==> config.mk <==
export PLATFORM = sky130hd
export DESIGN_NAME = tdm_demux161
export DESIGN_NICKNAME = d
export VERILOG_FILES = /design/src/rtl/tdm_demux161_pkg.sv /design/src/rtl/tdm_demux161_dec416_df.sv /design/src/rtl/tdm_demux161.sv
export SDC_FILE = /design/constraint.sdc
export NUM_CORES = 1
export LEC_CHECK = 0
export CAP_MARGIN = 20
export CORE_MARGIN = 1.5
export CORE_UTILIZATION = 25
export DETAILED_ROUTE_END_ITERATION = 8
export PLACE_DENSITY_LB_ADDON = 0.05
export SYNTH_ARGS = -nofsm -noshare
export SYNTH_HDL_FRONTEND = slang
export SYNTH_SLANG_ARGS = --single-unit
==> constraint.sdc <==
create_clock -name clk -period 2.2 [get_ports clk]
set_clock_uncertainty 0.1 [all_clocks]
set_input_delay 0.44 -clock clk [delete_from_list [all_inputs] [get_ports clk]]
set_output_delay 0.44 -clock clk [all_outputs]
set_load 0.005 [all_outputs]
==> src/rtl/tdm_demux161_pkg.sv <==
// Shared definitions for the 16:1 TDM link: slot geometry, receiver
// state encoding and the output bit-order helper.
package tdm_demux161_pkg;

   localparam int NUM_SLOTS = 16;
   localparam int SEL_W     = 4;

   typedef enum logic {
      ST_IDLE = 1'b0,
      ST_RECV = 1'b1
   } state_e;

   // Mirror a word so that slot k lands in bit NUM_SLOTS-1-k.
   function automatic logic [NUM_SLOTS-1:0] bit_reverse(input logic [NUM_SLOTS-1:0] w);
      logic [NUM_SLOTS-1:0] r;
      r = '0;
      for (int i = 0; i < NUM_SLOTS; i++) begin
         r[i] = w[NUM_SLOTS-1-i];
      end
      return r;
   endfunction

endpackage

==> src/rtl/tdm_demux161_dec416_df.sv <==
// 4-to-16 one-hot decoder built as two 2-to-4 stages, mirroring the 4:1
// tree of the transmit mux. The upper stage carries the write gate.
module dec416_df
   import tdm_demux161_pkg::*;
(
   input  logic [SEL_W-1:0]     sel,
   input  logic                 wr_en,
   output logic [NUM_SLOTS-1:0] we
);

   logic [3:0] hi;
   logic [3:0] lo;

   // Decode each half of sel, then AND the two one-hot vectors.
   always_comb begin
      // NOTE: every output of a combinational block gets a default first, so no path leaves it unassigned and infers a latch.
      hi = '0;
      lo = '0;
      we = '0;
      hi[sel[3:2]] = wr_en;
      lo[sel[1:0]] = 1'b1;
      for (int i = 0; i < 4; i++) begin
         for (int j = 0; j < 4; j++) begin
            we[4*i+j] = hi[i] & lo[j];
         end
      end
   end

endmodule

==> src/rtl/tdm_demux161.sv <==
// Receive end of the 16:1 TDM link: collects one bit per enabled cycle into
// a shadow word and publishes the completed word with a one-cycle strobe.
module tdm_demux161
   import tdm_demux161_pkg::*;
#(
   parameter bit LSB_FIRST = 1'b1
) (
   input  logic                 clk,
   input  logic                 rst,
   input  logic                 din,
   input  logic                 en,
   input  logic                 sync,
   output logic [NUM_SLOTS-1:0] y,
   output logic                 valid,
   output logic [SEL_W-1:0]     sel,
   output logic                 frame_err
);

   localparam logic [SEL_W-1:0] LAST_SLOT = SEL_W'(NUM_SLOTS - 1);

   state_e               state_q, state_d;
   logic [SEL_W-1:0]     sel_q, sel_d;
   logic [NUM_SLOTS-1:0] shadow_q, shadow_d;
   logic [NUM_SLOTS-1:0] y_q, y_d;
   logic                 valid_q, valid_d;
   logic                 frame_err_q, frame_err_d;

   logic [SEL_W-1:0]     wr_sel;
   logic                 wr_en;
   logic [NUM_SLOTS-1:0] we;
   logic [NUM_SLOTS-1:0] merged;

   // A sync always addresses slot 0; otherwise only RECV accepts bits.
   assign wr_sel = sync ? '0 : sel_q;
   assign wr_en  = en & (sync | (state_q == ST_RECV));

   dec416_df u_dec (
      .sel   (wr_sel),
      .wr_en (wr_en),
      .we    (we)
   );

   // Shadow with the incoming bit merged into the addressed slot only.
   assign merged = (shadow_q & ~we) | (we & {NUM_SLOTS{din}});

   // Next-state, counter and register-input logic for the receive FSM.
   always_comb begin
      state_d     = state_q;
      sel_d       = sel_q;
      shadow_d    = shadow_q;
      y_d         = y_q;
      valid_d     = 1'b0;
      frame_err_d = 1'b0;
      if (en) begin
         unique case (state_q)
            ST_IDLE: begin
               if (sync) begin
                  shadow_d = merged;
                  sel_d    = SEL_W'(1);
                  state_d  = ST_RECV;
               end
            end
            ST_RECV: begin
               if (sync) begin
                  // Early sync: drop the partial frame, restart at slot 0.
                  frame_err_d = 1'b1;
                  shadow_d    = we & {NUM_SLOTS{din}};
                  sel_d       = SEL_W'(1);
               end else if (sel_q == LAST_SLOT) begin
                  shadow_d = merged;
                  y_d      = LSB_FIRST ? merged : bit_reverse(merged);
                  valid_d  = 1'b1;
                  sel_d    = '0;
                  state_d  = ST_IDLE;
               end else begin
                  shadow_d = merged;
                  sel_d    = sel_q + SEL_W'(1);
               end
            end
            default: state_d = ST_IDLE;
         endcase
      end
   end

   // State registers with asynchronous clear.
   always_ff @(posedge clk or posedge rst) begin
      // NOTE: sequential state uses non-blocking assignments so every flop samples pre-edge values.
      if (rst) begin
         state_q     <= ST_IDLE;
         sel_q       <= '0;
         shadow_q    <= '0;
         y_q         <= '0;
         valid_q     <= 1'b0;
         frame_err_q <= 1'b0;
      end else begin
         state_q     <= state_d;
         sel_q       <= sel_d;
         shadow_q    <= shadow_d;
         y_q         <= y_d;
         valid_q     <= valid_d;
         frame_err_q <= frame_err_d;
      end
   end

   assign y         = y_q;
   assign valid     = valid_q;
   assign sel       = sel_q;
   assign frame_err = frame_err_q;

endmodule

==> impl_metrics.tcl <==
set metrics [dict create \
    synth_xor_area_frac 0 \
    detail_route.first_pass.iterations 4 \
    hold_ws_ps 393.5 \
    maxCapViolations 0 \
    fin_util 0.3295 \
    synth_simple_gate_area_frac 0.1756 \
    wl_per_cell_um 14.24 \
    grt_pass1_vias 1544 \
    cts.sinks 39 \
    worstPathArrival_ps 1440 \
    outcome "finished clean" \
    syn_area_per_cell_sq_um 10.52 \
    synth_edf_count 0 \
    synthAdderAreaFrac 0.006431 \
    route.antenna.remaining_nets 0 \
    synth-compound-area-share 0.1537 \
    drive_gt1_frac 0.2045 \
    cpLargestDelayFamily "flip-flops" \
    totalWireLength_um 4541 \
    fmax_ghz 0.5061 \
    slowest_delay_ps 570 \
    critPathMaxFanout 9 \
    drtIter0Drc 27 \
    synth_top_family_by_area "simple AND/OR/NAND/NOR gates" \
    yosys_warnings 0 \
    syn-num-nets 191 \
    p_leak_nw 1.098 \
    drv_slew 0 \
    async_flop_share 1.000 \
    gp_congestion 0.7485 \
    fp-row-count 31 \
    finalWorstPathRequiredPeriod_ps 1976 \
    clk_pin_slew_ps 80 \
    cts_hold_buf 0 \
    die_area_sq_um 8321 \
    synth-seq-cells 39 \
    synth-main-ff-cell "dfrtp_1" \
    start_util 0.2626 \
    grt_setup_unrepaired "no" \
    insertion_delay_ps 290 \
    syn2layout_area_growth_pct 25.47 \
    viasPerCell 4.571 \
    cp_num_buf_inv 1 \
    cts_tree "done" \
    num_vias 1458 \
    setup-tns-final_ps 0 \
    setup_violations 0 \
    grt_pass1_wl_um 8038 \
    path_cells "clkdlybuf4s50_1" \
    numCtsBuffers 5 \
    antenna_found_initial 0 \
    synthCells 185 \
    hold_class "reg2reg" \
    fin_crit_sh 0.8981 \
    worstSetupPathType "reg2out" \
    syn_area_sq_um 1946 \
    seq_area_frac_synth 0.5016 \
    startpoint_type "register" \
    final_common_cell "dfrtp_1" \
    grt-ovfl-total 0 \
    die_y_um 91.22 \
    drcViolationCount 0 \
    antenna_cells 0 \
    nets 225 \
    mostFrequentLayoutCells "dfrtp_1, clkdlybuf4s50_1, a21oi_1, buf_4, nand2_1" \
    io_pins 27 \
    slew_headroom 0.6515 \
    die_w_um 91.22 \
    powerDensity_nw_per_um2 729.7 \
    synth.area.mux_share 0.09068 \
    fin_ws_ps 224.1 \
    ys_types 43 \
    critPathSlowestCell "dfrtp_1" \
    cp.required_ps 1660 \
    finalHoldViolations 0 \
    port_buffers 26 \
    core_region_area_sq_um 7408 \
    tightest_slew_ps 522.7 \
    clockBufferDepth 2 \
    place.detailed.hpwl_um 3280 \
    ir_drop_uv 235.8 \
    place_ws_ps 4.254 \
    grt_max_degree 40 \
    cts-root-buf "clkbuf_8" \
    finalPower_mw 1.781 \
    cp-end-kind "output port" \
    cts_max_level 2 \
    grt.total_usage 0.1218 \
]
-- final cells by class --
| type | instances | area, sq um |
|---|---|---|
| inverters | 10 | 37.54 |
| clock inverters | 2 | 12.51 |
| clock buffers | 6 | 72.57 |
| repair buffers | 43 | 387.9 |
| flip-flops and latches | 39 | 977.2 |
| well taps | 99 | 123.9 |
| fillers | 763 | 4967 |
| multi-input cells | 120 | 829.5 |
-- state kept, by name (all words and copies together), names as in the netlist --
signal     flops
valid          1
state_q        1
y             16
frame_err      1
sel            4
shadow_q      16
-- Yosys cell counts, drive strengths merged, types with 5 or more instances --
library cell  count  area, sq um
o21ai            15        75.07
o22ai             8        50.05
nor2              8        32.54
buf              13        90.09
nand2            16        60.06
inv              10        37.53
a21oi            17        85.08
nand3             7        40.04
a22o              5        43.79
mux2             13        146.4
dfrtp            39        975.9
-- logic make-up (layout without fill, tap and decap cells) --
| family | count (synthesis) | count (layout) |
|---|---|---|
| AO/OA/AOI/OAI | 51 | 51 |
| adder cells (fa/ha/maj) | 1 | 1 |
| buffers and inverters | 26 | 61 |
| flip-flops | 39 | 39 |
| multiplexers | 16 | 16 |
| AND/OR/NAND/NOR | 52 | 52 |
-- per-stage QoR --
stage / cells / area, sq um
6_report: 319 / 2441
5_1_grt: 319 / 2441
4_1_cts: 319 / 2440
3_5_place_dp: 311 / 2355
3_3_place_gp: 311 / 2355
2_1_floorplan: 185 / 1946
-- worst paths after layout --
path,from,end,slack (ps),depth (start not counted)
min in group asynchronous,rst,y[6]$_DFFE_PP0P_,470,3
hold / removal,shadow_q[0]$_DFFE_PP0N_,y[0]$_DFFE_PP0P_,390,1
hold reg to reg,shadow_q[0]$_DFFE_PP0N_,y[0]$_DFFE_PP0P_,390,1
max in group asynchronous,rst,sel[2]$_DFFE_PP0N_,1150,3
setup reg to reg,sel[1]$_DFFE_PP0N_,y[3]$_DFFE_PP0P_,360,5
setup / recovery,sel[3]$_DFFE_PP0N_,sel[3],220,1
-- per-layer routing --
metal  share of wire  wire length, um  global-route usage  vias up
met5               0                0                   0        -
li1                -                -                   -      721
met3           0.031              143             0.02764        5
met2            0.47             2122              0.1909       26
met1            0.49             2220              0.1639      706
met4           0.012               54             0.04297        0
-- report_power, final --
part           switching, mW  internal, mW
registers             0.0874         0.782
clock network          0.260         0.222
logic                  0.205         0.225
-- timing repair --
| item | 4_1_cts | 5_1_grt |
|---|---|---|
| setup buffers | 0 | 0 |
| setup endpoints to repair | 0 | 1 |
| resized for setup | 0 | 1 |
Note: power is estimated with default switching activity, not from simulation.
